File: config.mk
export PLATFORM = sky130hd
export DESIGN_NAME = digit_scanner
export DESIGN_NICKNAME = d
export VERILOG_FILES = /design/src/rtl/digit_scanner.sv
export SDC_FILE = /design/constraint.sdc
export NUM_CORES = 1
export LEC_CHECK = 0
export ABC_AREA = 1
export CAP_MARGIN = 20
export CELL_PAD_IN_SITES_DETAIL_PLACEMENT = 0
export CELL_PAD_IN_SITES_GLOBAL_PLACEMENT = 1
export CORE_MARGIN = 4
export CORE_UTILIZATION = 44
export CTS_CLUSTER_DIAMETER = 60
export DETAILED_ROUTE_END_ITERATION = 8
export PLACE_DENSITY = 0.92
export SYNTH_ARGS = -nofsm -noshare
export SYNTH_HDL_FRONTEND = slang
export SYNTH_SLANG_ARGS = --single-unit
export TNS_END_PERCENT = 5
File: constraint.sdc
create_clock -name clk -period 2.37 [get_ports clk]
set_input_delay 0.474 -clock clk [delete_from_list [all_inputs] [get_ports clk]]
set_output_delay 0.474 -clock clk [all_outputs]
set_load 0.01 [all_outputs]
File: src/rtl/digit_scanner.sv
// digit_scanner: time-multiplexed anode driver for a NUM_DIGITS-digit display.
// A prescaler divides clk into digit slots. At the end of each slot the scan
// steps to the next lit digit in digit_mask, wrapping past the top index.
// Optional build macro: DIGIT_SCANNER_BLANKING_EN. When it is defined, all
// anodes are held off for the first BLANK_CYCLES cycles of every slot to
// suppress ghosting. When it is undefined, the selected anode stays on for the
// whole slot.
module digit_scanner #(
    parameter int NUM_DIGITS   = 4,
    parameter int PRESCALE     = 100000,
    parameter int BLANK_CYCLES = 16
) (
    input  logic                          clk,
    input  logic                          reset_n,
    input  logic                          enable,
    input  logic [NUM_DIGITS-1:0]         digit_mask,
    output logic [$clog2(NUM_DIGITS)-1:0] digit_sel,
    output logic [NUM_DIGITS-1:0]         anode_n,
    output logic                          scan_tick,
    output logic                          frame_done
);

    localparam int SEL_W = $clog2(NUM_DIGITS);
    localparam int PS_W  = $clog2(PRESCALE);

    localparam logic [PS_W-1:0] PS_LAST = PS_W'(PRESCALE - 1);

    // Reject illegal configurations at elaboration time rather than
    // producing a scanner that silently misbehaves.
    if (NUM_DIGITS < 2 || NUM_DIGITS > 8) begin : g_bad_digits
        $error("digit_scanner: NUM_DIGITS must be in 2..8");
    end
    if (PRESCALE < 2 || PRESCALE > (1 << 24)) begin : g_bad_prescale
        $error("digit_scanner: PRESCALE must be in 2..2^24");
    end
    if (BLANK_CYCLES < 1 || BLANK_CYCLES >= PRESCALE) begin : g_bad_blank
        $error("digit_scanner: BLANK_CYCLES must be in 1..PRESCALE-1");
    end

    logic [PS_W-1:0]       presc_q, presc_d;
    logic [SEL_W-1:0]      sel_q, sel_d;
    logic [NUM_DIGITS-1:0] anode_q, anode_d;
    logic                  tick_q;
    logic                  frame_q;

    logic                  term;
    logic                  found;
    logic [SEL_W-1:0]      nxt_sel;
    logic                  wrap;
    logic                  blank_d;

    // The slot ends on the last prescaler count, and only while scanning runs.
    assign term = enable && (presc_q == PS_LAST);

    // Prescaler next value: wrap at the end of the slot, otherwise count up.
    always_comb begin
        presc_d = presc_q;
        if (enable) begin
            presc_d = term ? '0 : presc_q + 1'b1;
        end
    end

    // Find the next lit digit above the current one, searching cyclically.
    // Offsets are walked from the largest down, so the smallest offset that
    // hits a set mask bit wins. An offset of NUM_DIGITS lands on the current
    // digit, which covers the case where only one digit is lit.
    always_comb begin
        found   = 1'b0;
        nxt_sel = sel_q;
        for (int k = NUM_DIGITS; k >= 1; k--) begin
            if (digit_mask[(int'(sel_q) + k) % NUM_DIGITS]) begin
                found   = 1'b1;
                nxt_sel = SEL_W'((int'(sel_q) + k) % NUM_DIGITS);
            end
        end
    end

    // A frame ends when the scan lands on an index at or below the current
    // one. This includes the single-digit case, where the scan stays put.
    assign wrap = (nxt_sel <= sel_q);

    // Digit select next value: move only at end of slot and only if a
    // lit digit exists; an all-dark mask leaves the index where it was.
    always_comb begin
        sel_d = sel_q;
        if (term && found) begin
            sel_d = nxt_sel;
        end
    end

    // Blanking window is judged on the next prescaler value so that it lines
    // up with the registered anode outputs.
`ifdef DIGIT_SCANNER_BLANKING_EN
    always_comb begin
        blank_d = (presc_d < PS_W'(BLANK_CYCLES));
    end
`else
    always_comb begin
        blank_d = 1'b0;
    end
`endif

    // Anode decode: at most one bit low by construction. It is driven from the
    // next select value, so the anode changes on the same edge as digit_sel.
    // The live mask gates it, so clearing the current digit darkens it on
    // the next edge.
    always_comb begin
        anode_d = '1;
        for (int i = 0; i < NUM_DIGITS; i++) begin
            if ((sel_d == SEL_W'(i)) && digit_mask[i] && !blank_d) begin
                anode_d[i] = 1'b0;
            end
        end
    end

    // Scanner state. Reset is asynchronous and discards any partial slot.
    // With enable low, everything holds and both pulses are suppressed.
    always_ff @(posedge clk or negedge reset_n) begin
        if (!reset_n) begin
            presc_q <= '0;
            sel_q   <= '0;
            anode_q <= '1;
            tick_q  <= 1'b0;
            frame_q <= 1'b0;
        end else if (enable) begin
            presc_q <= presc_d;
            sel_q   <= sel_d;
            anode_q <= anode_d;
            tick_q  <= term;
            frame_q <= term && found && wrap;
        end else begin
            tick_q  <= 1'b0;
            frame_q <= 1'b0;
        end
    end

    assign digit_sel  = sel_q;
    assign anode_n    = anode_q;
    assign scan_tick  = tick_q;
    assign frame_done = frame_q;

endmodule

## After elaboration in Yosys (flattened, before gate mapping)

Index checks and enable logic that the tools add are counted.

| storage, ports and cells | value |
|---|---|
| register bits after elaboration | 25 |
| output and inout port bits | 8 |

| operators by class | value |
|---|---|
| add/subtract/negate cells | 5 |
| magnitude comparators | 5 |
| equality and inequality tests | 4 |
| mux-type cells | 28 |
| bitwise logic cells | 4 |
| reduce and logical (&&, ||, !) cells | 12 |

Operator list:

| operator | number |
|---|---|
| $mux W1 | 18 |
| $add A17 B1 Y17 const B | 1 |
| $eq A17 B17 Y1 const B | 1 |
| $mux W17 | 1 |
| $lt A3 B4 Y1 const B | 4 |
| $mux W2 | 5 |
| $bmux W1 S2 | 4 |
| $reduce_or A2 Y1 | 4 |
| $logic_and A1 B1 Y1 | 7 |
| $add A2 B1 Y2 const B | 2 |
| $add A2 B2 Y2 const B | 2 |
| $and A1 B1 Y1 const A | 4 |
| $eq A2 B2 Y1 const B | 2 |
| $eq A2 B1 Y1 const B | 1 |
| $le A2 B2 Y1 | 1 |
| $logic_not A2 Y1 | 1 |

## Depth between registers and ports, before layout

Gate-level depths: netlist of the first run.

| logic depth | value |
|---|---|
| depth in word-level cells | 15 |
| depth in mapped cells | 15 |
| depth with buffers taken out | 14 |

## Worst setup path after synthesis of the first run

OpenSTA, ideal clock, no wires.

| timing path | value |
|---|---|
| kind | flip-flop to flip-flop |
| start point | register sel_q[0] (netlist: digit_sel[0]) |
| end point | register frame_q (netlist: frame_done) |
| data arrival time | 1583 ps |
| data required time | 2296 ps |
| setup slack | 713 ps |
| cell stages (with the launch flop) | 15 |
| path buffers | 1 |
| period minus slack after synthesis | 1657 ps |
| cell sequence | dfrtp_1 buf_4 inv_4 nand2_1 nand2_1 nand2_1 nand2_1 inv_1 nand2_1 nand2_1 inv_1 ha_1 a21oi_1 a21oi_1 nor2_1 |

| between the ends | value |
|---|---|
| cells in the longest elaborated chain, start to end | 11 |

RTL lines:

| what | line | source |
|---|---|---|
| from (decl) | 41 | `logic [SEL_W-1:0] sel_q, sel_d;` |
| from (signal assigned) | 127 | `sel_q <= sel_d;` |
| $add A2 B1 Y2 | 71, 73 |  |
| $bmux W1 S2 | 71 | `if (digit_mask[(int'(sel_q) + k) % NUM_DIGITS]) begin` |
| $mux W1 (not written as such) (2 in a row) | 71 |  |
| $mux W2 or $mux W1 (tied branches) (4 in a row) | 71 |  |
| $le A2 B2 Y1 or $logic_and A1 B1 Y1 (tied branches) | 80, 130 |  |
| $logic_and A1 B1 Y1 * | 130 | `frame_q <= term && found && wrap;` |
| $mux W1 * | 125 | `end else if (enable) begin` |
| to (signal assigned) | 130 |  |
| to (decl) | 44 | `logic frame_q;` |

Every way passes the cells marked *; elsewhere a longest branch is shown, timed or not. The select of a mux whose other input is x is not followed.
A chain may end at the register's enable or synchronous reset.

## Worst setup path after layout of the first run

| timing path | value |
|---|---|
| start point | register sel_q[0] (netlist: digit_sel[0]) |
| end point | output digit_sel[0] |

RTL lines:

| what | line | source |
|---|---|---|
| to (decl) | 17 | `output logic [$clog2(NUM_DIGITS)-1:0] digit_sel,` |

No word-level cell between the ends.

==> key figures, run 1 <==
Floorplanning
  • Row count: 21
  • Boundary Pins: 15
  • Die width: 66.8 µm
  • Core footprint: 3340 µm²
  • Die Y: 66.8 µm
  • Initial Util: 0.456
  • Die Area: 4470 µm²

Synthesis
  • Number of synthesis warnings: 0
  • Ys flop type: dfrtp_1
  • Register area share after synthesis: 0.414
  • Post-synthesis area per instance: 7.08 µm²
  • Number of flops mapped to enable cells by yosys: 0
  • Ys async rst share: 1.00
  • Cell variety after synth: 29
  • Post-Synthesis Cells: 215
  • Seq cells post-synth: 25
  • Area of the mapped netlist: 1520 µm²
  • Synthesized Nets: 225

Clock tree
  • Hold Buf Count CTS: 0
  • H-Tree Depth: 1
  • Deepest clock path buffer count: 2
  • CTS buffer count: 3
  • Clk Latency, worst-skew pair: 0.31 ns
  • Root buf cell: clkbuf_4
  • Clock Sinks: 25
  • Clk slew on worst S/H paths: 0.13 ns
  • CTS tree: done
  • Post-CTS sizing: 0
  • # Post-CTS Setup Buffers: 0

STA
  • Part of the cycle the worst path needs: 0.868
  • Final Hold Viols: 0
  • Final setup viols: 0
  • Achievable frequency: 0.486 GHz
  • Unrepaired setup endpoints after global routing: no
  • Clk_skew: 0.00606 ns
  • Least-Margin Pin Slew: 0.448 ns
  • Smallest setup slack after layout: 0.314 ns
  • Setup TNS: 0 ns
  • Relative slew slack: 0.702
  • Slew Viols, Final: 0
  • Crit path time final: 2.06 ns

Final layout
  • Fillcell total: 359
  • Nets: 246
  • Most frequent cells in the layout: nand2_1 (62), inv_1 (27), nor2_1 (26)
  • Design area: 1770 µm²
  • Finished Core Util: 0.529
  • FF+latch area: 631 µm²
  • Number of diodes: 0
  • Layout cells sized above 1: 0.149
  • Most common cell after layout, fill and taps aside: nand2_1
  • Area of the multi-input gates: 747 µm²
  • Synth-to-layout area growth: 16.0%

Global route
  • Grt ovf: 0
  • Antenna violations before repair: 0
  • Largest net degree at the start of global routing: 26
  • Vias in the first global route: 1,219
  • First-pass GRT wire length: 5460 µm
  • Gr usage total: 0.157

Route
  • Vias: 1,347
  • Vias per inst: 4.79
  • Routed WL per cell: 10.7 µm
  • DRT Pass-1 Iters: 4
  • Drt drc: 0
  • DR iter-0 viols: 54
  • Antenna-violating nets left: 0
  • Drt total wl: 3000 µm

Power
  • Power density cells: 585 nW/µm²
  • Total power: 1.03 mW
  • Switching share of power: 0.354
  • Register share of total power: 0.558
  • Internal: 668 µW
  • Worst ir drop on vdd: 0.363 mV
  • Leakage: 0.893 nW
  • Clk pwr share: 0.180
  • P_sw: 365 µW
  • Part of the power in combinational logic: 0.263

Worst setup path
  • CP endpoint kind: primary output
  • Critical path required time: 1.90 ns
  • Setup crit start kind: register
  • CP Cell Sequence: clkdlybuf4s50_1
  • CP Class: reg2out
  • Worst R2R Path Depth: 13
  • Data arrival time of the worst path: 1.58 ns
  • CP top delay family: flip-flops
  • Critical-path top delay cell: dfrtp_1
  • CP Max Fanout: 12
  • Worst Path Buf+Inv: 1
  • Slowest stage delay, CP: 0.64 ns
  • Worst r2r dst: frame_done
  • Reg2Reg Launch Point: digit_sel[0]
  • R2r setup slk: 0.49 ns

Place
  • Area after DPL: 1740 µm²
  • Hpwl dp: 2380 µm
  • Final Wtd Congestion: 0.818
  • I/O Buffers: 14
  • Pre-CTS WS: 0.190 ns

Hold path
  • Hold crit path type: reg2reg
  • Worst Hold Launch: presc_q[14]
  • Hold Path Depth: 1
  • Hold EP: presc_q[14]

Status
  • Status: complete, no violations

Run
  • Max cap viols: 0
-- synth_stat cells (2+ instances only) --
master   instances  area, µm²
a21oi_1         12       60.1
nor2_2           6       37.5
inv_1           27        101
o21ai_0          2       10.0
nand4_1          7       43.8
ha_1             3       37.5
nand3_1         12       60.1
nand2_2          3       18.8
nand3_2          2       20.0
nand2_1         62        233
dfstp_2          4        105
inv_2            6       22.5
nor3_1           5       25.0
or2_2            2       12.5
nor2_1          26       97.6
xor2_1           3       26.3
dfrtp_1         21        526
-- worst max path at each step --
stage / from / to / slack (ns) / depth (start not counted)
final: digit_sel[0] / digit_sel[0] / 0.31 / 1
after global routing: digit_sel[0] / frame_done / 0.21 / 13
after CTS: digit_sel[0] / digit_sel[0] / 0.30 / 1
after detailed placement: digit_mask[1] / frame_done / 0.19 / 12
after global placement: digit_mask[1] / frame_done / 0.19 / 12
after floorplan: digit_sel[0] / frame_done / 0.71 / 14
-- flip-flops by register name, summed over array words and instances (netlist names) --
register / cells
frame_done: 1
presc_q: 17
scan_tick: 1
digit_sel: 2
anode_n: 4
-- power groups by stage --
stage | sequential [mW] | combinational, mW | clock (mW)
after CTS | 0.576 | 0.275 | 0.198
after detailed placement | 0.582 | 0.273 | 0
after global placement | 0.584 | 0.267 | 0
after floorplan | 0.566 | 0.205 | 0
final | 0.576 | 0.271 | 0.186
after global routing | 0.590 | 0.315 | 0.220
-- cells by family (layout without fill, tap and decap cells) --
kind of cell	count (synthesis)	in the layout	share of synthesized area
AOI/OAI and AO/OA	19	19	0.0707
xor gates and xnor gates	3	3	0.0173
adders and majority gates	3	3	0.0247
buffers and inverters	37	57	0.0953
DFF	25	25	0.414
and+or+nand+nor	128	128	0.378
-- metal layers --
layer | vias to the layer above | GRT usage | share of wire
li1 | 719 | - | -
met1 | 617 | 0.239 | 0.52
met2 | 9 | 0.229 | 0.45
met3 | 2 | 0.0169 | 0.022
met4 | 0 | 0.0508 | 0.0050
met5 | - | 0 | 0
-- stage by stage --
step                      hold WS (ns)  std cells
after floorplan                  0.178        215
after global placement           0.457        277
after detailed placement         0.462        277
after CTS                        0.482        281
after global routing             0.507        281
final                            0.476        281
-- layout make-up --
cell class / count / share of cell area
timing repair buffer: 18 / 0.0963
multi-input combinational: 153 / 0.423
tap: 46 / 0.0326
clock buffer: 3 / 0.0127
sequential: 25 / 0.357
clock inverter: 1 / 0.00283
inverter: 35 / 0.0758
No activity file was read; power rests on OpenSTA's default activity.
==> run 2: changes to the inputs <==
--- a/config.mk
+++ b/config.mk
@@ -14,6 +14,7 @@
 export CTS_CLUSTER_DIAMETER = 60
 export DETAILED_ROUTE_END_ITERATION = 8
 export PLACE_DENSITY = 0.92
+export REMOVE_ABC_BUFFERS = 1
 export SYNTH_ARGS = -nofsm -noshare
 export SYNTH_HDL_FRONTEND = slang
 export SYNTH_SLANG_ARGS = --single-unit
==> run 2 against run 1 <==
Compared with the run above:
- global-route usage about the same
- combinational power decreased by 1%
- flip-flop and latch count is the same
- worst setup slack better by 0.0033 ns
- register-to-register slack improved by 0.02 ns
- clock skew is 0.0040 ns higher
- highest routed layer unchanged
==> key figures, run 2 (synthesized netlist as in run 1, its figures left out) <==
Final layout
  • FF+latch area: 631 µm² (unchanged)
  • Finished Core Util: 0.527 (-0.00262)
  • Nets: 245 (-0.41%)
  • Top reg by flops: presc_q
  • Fillcell total: 356 (-0.84%)
  • Non-filler instance count after layout: 280 (-0.36%)
  • Most frequent cells in the layout: nand2_1 (62), inv_1 (27), nor2_1 (26)
  • Most common cell after layout, fill and taps aside: nand2_1
  • Number of diodes: 0 (unchanged)
  • Number of flip-flops under the largest register name: 17 (unchanged)
  • Area of the multi-input gates: 747 µm² (unchanged)
  • Layout cells sized above 1: 0.141 (-0.00791)
  • Synth-to-layout area growth: 15.4%

Run
  • Max cap viols: 0 (unchanged)

Global route
  • Vias in the first global route: 1,192 (-2.2%)
  • Antenna violations before repair: 0 (unchanged)
  • Grt ovf: 0 (unchanged)
  • Largest net degree at the start of global routing: 26 (unchanged)
  • First-pass GRT wire length: 5460 µm (unchanged)
  • Gr usage total: 0.157 (+0.000431)

Power
  • Internal: 669 µW (+0.17%)
  • Part of the power in combinational logic: 0.258 (-0.005)
  • Power density cells: 588 nW/µm² (+0.49%)
  • Leakage: 0.884 nW (-0.98%)
  • Clk pwr share: 0.184 (+0.004)
  • Register share of total power: 0.558 (about the same)
  • Worst ir drop on vdd: 0.483 mV (+33%)
  • Switching share of power: 0.352 (-0.00112)
  • P_sw: 364 µW (-0.33%)

Clock tree
  • Deepest clock path buffer count: 2 (unchanged)
  • CTS tree: done
  • H-Tree Depth: 1 (unchanged)
  • # Post-CTS Setup Buffers: 0 (unchanged)
  • Clk Latency, worst-skew pair: 0.32 ns (about the same)
  • CTS buffer count: 3 (unchanged)
  • Root buf cell: clkbuf_4
  • Post-CTS sizing: 0 (unchanged)
  • Clock Sinks: 25 (unchanged)
  • Clk slew on worst S/H paths: 0.14 ns (about the same)
  • Hold Buf Count CTS: 0 (unchanged)

Worst setup path
  • Worst Path Buf+Inv: 1 (unchanged)
  • CP Max Fanout: 12 (unchanged)
  • Reg2Reg Launch Point: digit_sel[0]
  • Slowest stage delay, CP: 0.64 ns (about the same)
  • CP top delay family: flip-flops
  • Critical-path top delay cell: dfrtp_1
  • Setup crit start kind: register
  • R2r setup slk: 0.51 ns (+0.02 ns)
  • Worst r2r dst: frame_done
  • Worst R2R Path Depth: 12 (-1)
  • CP endpoint kind: primary output
  • CP Cell Sequence: clkdlybuf4s50_1
  • Data arrival time of the worst path: 1.58 ns (about the same)
  • Worst path depth: 1 (unchanged)
  • Critical path required time: 1.90 ns (about the same)
  • CP Class: reg2out

Status
  • Status: complete, no violations

Route
  • Vias per inst: 4.83 (+0.80%)
  • Drt drc: 0 (unchanged)
  • Drt total wl: 3010 µm (+0.33%)
  • Routed WL per cell: 10.8 µm (+0.69%)
  • DRT Pass-1 Iters: 4 (unchanged)
  • DR iter-0 viols: 63 (+17%)
  • Vias: 1,353 (+0.45%)
  • Antenna-violating nets left: 0 (unchanged)

Floorplanning
  • Row count: 21 (unchanged)
  • Die Area: 4470 µm² (unchanged)
  • Initial Util: 0.456 (unchanged)
  • Boundary Pins: 15 (unchanged)
  • Die width: 66.8 µm (unchanged)
  • Core footprint: 3340 µm² (unchanged)
  • Die Y: 66.8 µm (unchanged)

STA
  • Relative slew slack: 0.703 (+0.00101)
  • Crit path time final: 2.05 ns (-0.00326 ns)
  • Part of the cycle the worst path needs: 0.866 (-0.00138)
  • Final Hold Viols: 0 (unchanged)
  • Clk_skew: 0.0100 ns (+0.00398 ns)
  • Setup TNS: 0 ns (unchanged)
  • Achievable frequency: 0.487 GHz (+0.16%)
  • Slew Viols, Final: 0 (unchanged)
  • Least-Margin Pin Slew: 0.446 ns (-0.00151 ns)
  • Unrepaired setup endpoints after global routing: no
  • Final setup viols: 0 (unchanged)

Hold path
  • Worst Hold Launch: presc_q[14]
  • Hold EP: presc_q[14]
  • Hold Path Depth: 1 (unchanged)
  • Hold crit path type: reg2reg

Place
  • I/O Buffers: 14 (unchanged)
  • Placed instance count: 276 (-0.36%)
  • Hpwl dp: 2370 µm (-0.58%)
  • Final Wtd Congestion: 0.829 (+1.3%)
==> run 2: cell types whose count changed in the layout (fill, tap and decap cells not counted), sizes merged <==
cell | previous run | this run
buf | 4 | 3
clkbuf | 3 | 4
clkinv | 2 | 1
==> run 2: power groups by stage <==
| stage | Clock (mW) | Sequential, mW | Combinational [mW] |
|---|---|---|---|
| finish | 0.190 | 0.576 | 0.267 |
| global route | 0.219 | 0.591 | 0.317 |
| CTS | 0.203 | 0.577 | 0.270 |
| detailed placement | 0 | 0.584 | 0.269 |
| global placement | 0 | 0.584 | 0.265 |
| floorplan | 0 | 0.566 | 0.204 |
==> run 2: through the flow <==
stage	total power, mW	worst slack (ns)	hold WS (ns)	cell area (µm²)
finish	1.03	0.317	0.479	1760
global route	1.13	0.217	0.506	1760
CTS	1.05	0.288	0.481	1760
detailed placement	0.853	0.168	0.458	1730
global placement	0.850	0.143	0.455	1730
floorplan	0.770	0.667	0.178	1510
==> run 2: layout make-up <==
| type | count | share of cell area |
|---|---|---|
| multi-input cells | 153 | 0.425 |
| flip-flops and latches | 25 | 0.359 |
| repair buffers | 17 | 0.0925 |
| inverters | 35 | 0.0762 |
| well taps | 46 | 0.0327 |
| clock buffers | 4 | 0.0149 |
==> run 2: worst max path at each step <==
stage,start,end
after CTS,digit_sel[0],digit_sel[0]
after detailed placement,digit_mask[3],frame_done
final,digit_sel[0],digit_sel[0]
after global placement,digit_mask[3],frame_done
after global routing,digit_sel[0],digit_sel[0]
after floorplan,digit_sel[0],frame_done
==> run 2: routing by layer <==
layer / share of wire / vias to the layer above / GRT usage / routed length, µm
li1: - / 719 / - / -
met1: 0.53 / 603 / 0.245 / 1610
met2: 0.42 / 27 / 0.215 / 1270
met3: 0.032 / 4 / 0.0253 / 95
met4: 0.015 / 0 / 0.0533 / 44
met5: 0 / - / 0 / 0
==> run 3: changes to the inputs <==
--- a/config.mk
+++ b/config.mk
@@ -13,7 +13,7 @@
 export CORE_UTILIZATION = 44
 export CTS_CLUSTER_DIAMETER = 60
 export DETAILED_ROUTE_END_ITERATION = 8
-export PLACE_DENSITY = 0.92
+export PLACE_DENSITY = 0.86
 export REMOVE_ABC_BUFFERS = 1
 export SYNTH_ARGS = -nofsm -noshare
 export SYNTH_HDL_FRONTEND = slang
==> run 3 against run 2 <==
Compared with the run above:
- clock skew is 0.0073 ns lower
- clock power shrank 4%
- sequential power rose by 0.7%
- largest cell class unchanged
- largest power group unchanged
==> key figures, run 3 (synthesized netlist as in run 1, its figures left out) <==
Global route
  • Antenna violations before repair: 0 (unchanged)
  • Largest net degree at the start of global routing: 26 (unchanged)
  • Grt ovf: 0 (unchanged)
  • Vias in the first global route: 1,293 (+8.5%)
  • First-pass GRT wire length: 5600 µm (+2.7%)
  • Gr usage total: 0.161 (+0.00359)

Hold path
  • Hold crit path type: reg2reg
  • Hold Path Depth: 1 (unchanged)

Clock tree
  • CTS buffer count: 3 (unchanged)
  • Deepest clock path buffer count: 2 (unchanged)
  • Clk slew on worst S/H paths: 0.13 ns (about the same)
  • Post-CTS sizing: 0 (unchanged)
  • Clk Latency, worst-skew pair: 0.31 ns (about the same)
  • CTS tree: done
  • # Post-CTS Setup Buffers: 0 (unchanged)
  • Clock Sinks: 25 (unchanged)
  • Hold Buf Count CTS: 0 (unchanged)
  • Root buf cell: clkbuf_4
  • H-Tree Depth: 1 (unchanged)

Route
  • Drt total wl: 3080 µm (+2.2%)
  • Antenna-violating nets left: 0 (unchanged)
  • Routed WL per cell: 10.9 µm (+1.8%)
  • DR iter-0 viols: 87 (+38%)
  • DRT Pass-1 Iters: 4 (unchanged)
  • Vias per inst: 4.81 (-0.43%)
  • Vias: 1,352 (-0.074%)
  • Drt drc: 0 (unchanged)

Worst setup path
  • Worst setup path endpoint: digit_sel[0]
  • CP Cell Sequence: clkdlybuf4s50_1
  • Slowest stage delay, CP: 0.65 ns (about the same)
  • Data arrival time of the worst path: 1.58 ns (about the same)
  • Worst Path Buf+Inv: 1 (unchanged)
  • R2r setup slk: 0.48 ns (-0.03 ns)
  • Setup crit start kind: register
  • Reg2Reg Launch Point: digit_sel[0]
  • CP Max Fanout: 12 (unchanged)
  • Worst r2r dst: frame_done
  • CP endpoint kind: primary output
  • CP Class: reg2out
  • Critical-path top delay cell: dfrtp_1
  • Worst R2R Path Depth: 13 (+1)
  • CP top delay family: flip-flops
  • Critical path required time: 1.90 ns (about the same)
  • Worst path depth: 1 (unchanged)
  • CP Launch Point: digit_sel[0]

Final layout
  • Number of diodes: 0 (unchanged)
  • Nets: 246 (+0.41%)
  • Fillcell total: 340 (-4.5%)
  • Most frequent cells in the layout: nand2_1 (62), inv_1 (27), nor2_1 (26)
  • Synth-to-layout area growth: 15.9%
  • Number of flip-flops under the largest register name: 17 (unchanged)
  • Layout cells sized above 1: 0.145 (+0.00366)
  • Top reg by flops: presc_q
  • Most common cell after layout, fill and taps aside: nand2_1
  • Design area: 1770 µm² (+0.43%)

STA
  • Slew Viols, Final: 0 (unchanged)
  • Smallest setup slack after layout: 0.319 ns (+0.00162 ns)
  • Achievable frequency: 0.488 GHz (about the same)
  • Final setup viols: 0 (unchanged)
  • Setup TNS: 0 ns (unchanged)
  • Clk_skew: 0.00273 ns (-0.00731 ns)
  • Part of the cycle the worst path needs: 0.866 (about the same)
  • Unrepaired setup endpoints after global routing: no
  • Crit path time final: 2.05 ns (-0.00163 ns)
  • Final Hold Viols: 0 (unchanged)
  • Relative slew slack: 0.696 (-0.00618)
  • Least-Margin Pin Slew: 0.455 ns (+0.00927 ns)
  • Hold_ws: 0.476 ns (-0.00305 ns)

Place
  • Final Wtd Congestion: 0.831 (+0.34%)
  • I/O Buffers: 14 (unchanged)
  • Area after DPL: 1740 µm² (+0.43%)
  • Hpwl dp: 2490 µm (+5.0%)
  • Pre-CTS WS: 0.121 ns (-0.0463 ns)

Power
  • Power density cells: 586 nW/µm² (-0.31%)
  • Worst ir drop on vdd: 0.422 mV (-13%)
  • Leakage: 0.890 nW (+0.68%)
  • Total power: 1.03 mW (+0.12%)

Floorplanning
  • Die Y: 66.8 µm (unchanged)
  • Boundary Pins: 15 (unchanged)
  • Die width: 66.8 µm (unchanged)
  • Core footprint: 3340 µm² (unchanged)
  • Row count: 21 (unchanged)
  • Initial Util: 0.456 (unchanged)
  • Die Area: 4470 µm² (unchanged)

Status
  • Status: complete, no violations

Run
  • Max cap viols: 0 (unchanged)
[run 3: metal layers]
| metal | global-route usage | up-vias | wire, µm |
|---|---|---|---|
| li1 | - | 721 | - |
| met1 | 0.228 | 615 | 1570 |
| met2 | 0.256 | 14 | 1420 |
| met3 | 0.0202 | 2 | 61 |
| met4 | 0.0457 | 0 | 24 |
| met5 | 0 | - | 0 |
[run 3: cell type report]
class	instances	area, µm²	area share
multi-input cells	153	747	0.423
flip-flops and latches	25	631	0.357
repair buffers	18	170	0.0964
inverters	35	134	0.0758
well taps	46	57.6	0.0326
clock buffers	4	26.3	0.0149
[run 3: per-stage QoR]
stage                     utilization  std cells
after floorplan                     -        213
after global placement          0.521        277
after detailed placement        0.521        277
after CTS                       0.529        281
after global routing            0.529        281
final                           0.529        281
[run 3: worst min path at each step]
stage | start | to | slack (ns)
global route | presc_q[14] | presc_q[14] | 0.51
detailed placement | presc_q[14] | presc_q[14] | 0.46
floorplan | reset_n | digit_sel[0] | 0.18
finish | presc_q[14] | presc_q[14] | 0.48
global placement | presc_q[14] | presc_q[14] | 0.45
CTS | presc_q[14] | presc_q[14] | 0.48
[run 3: power breakdown]
| part | internal [mW] | total, mW | leakage (nW) | switching, mW |
|---|---|---|---|---|
| combinational | 0.107 | 0.273 | 0.586 | 0.166 |
| sequential | 0.499 | 0.580 | 0.289 | 0.0807 |
| clock | 0.0656 | 0.182 | 0.0150 | 0.117 |
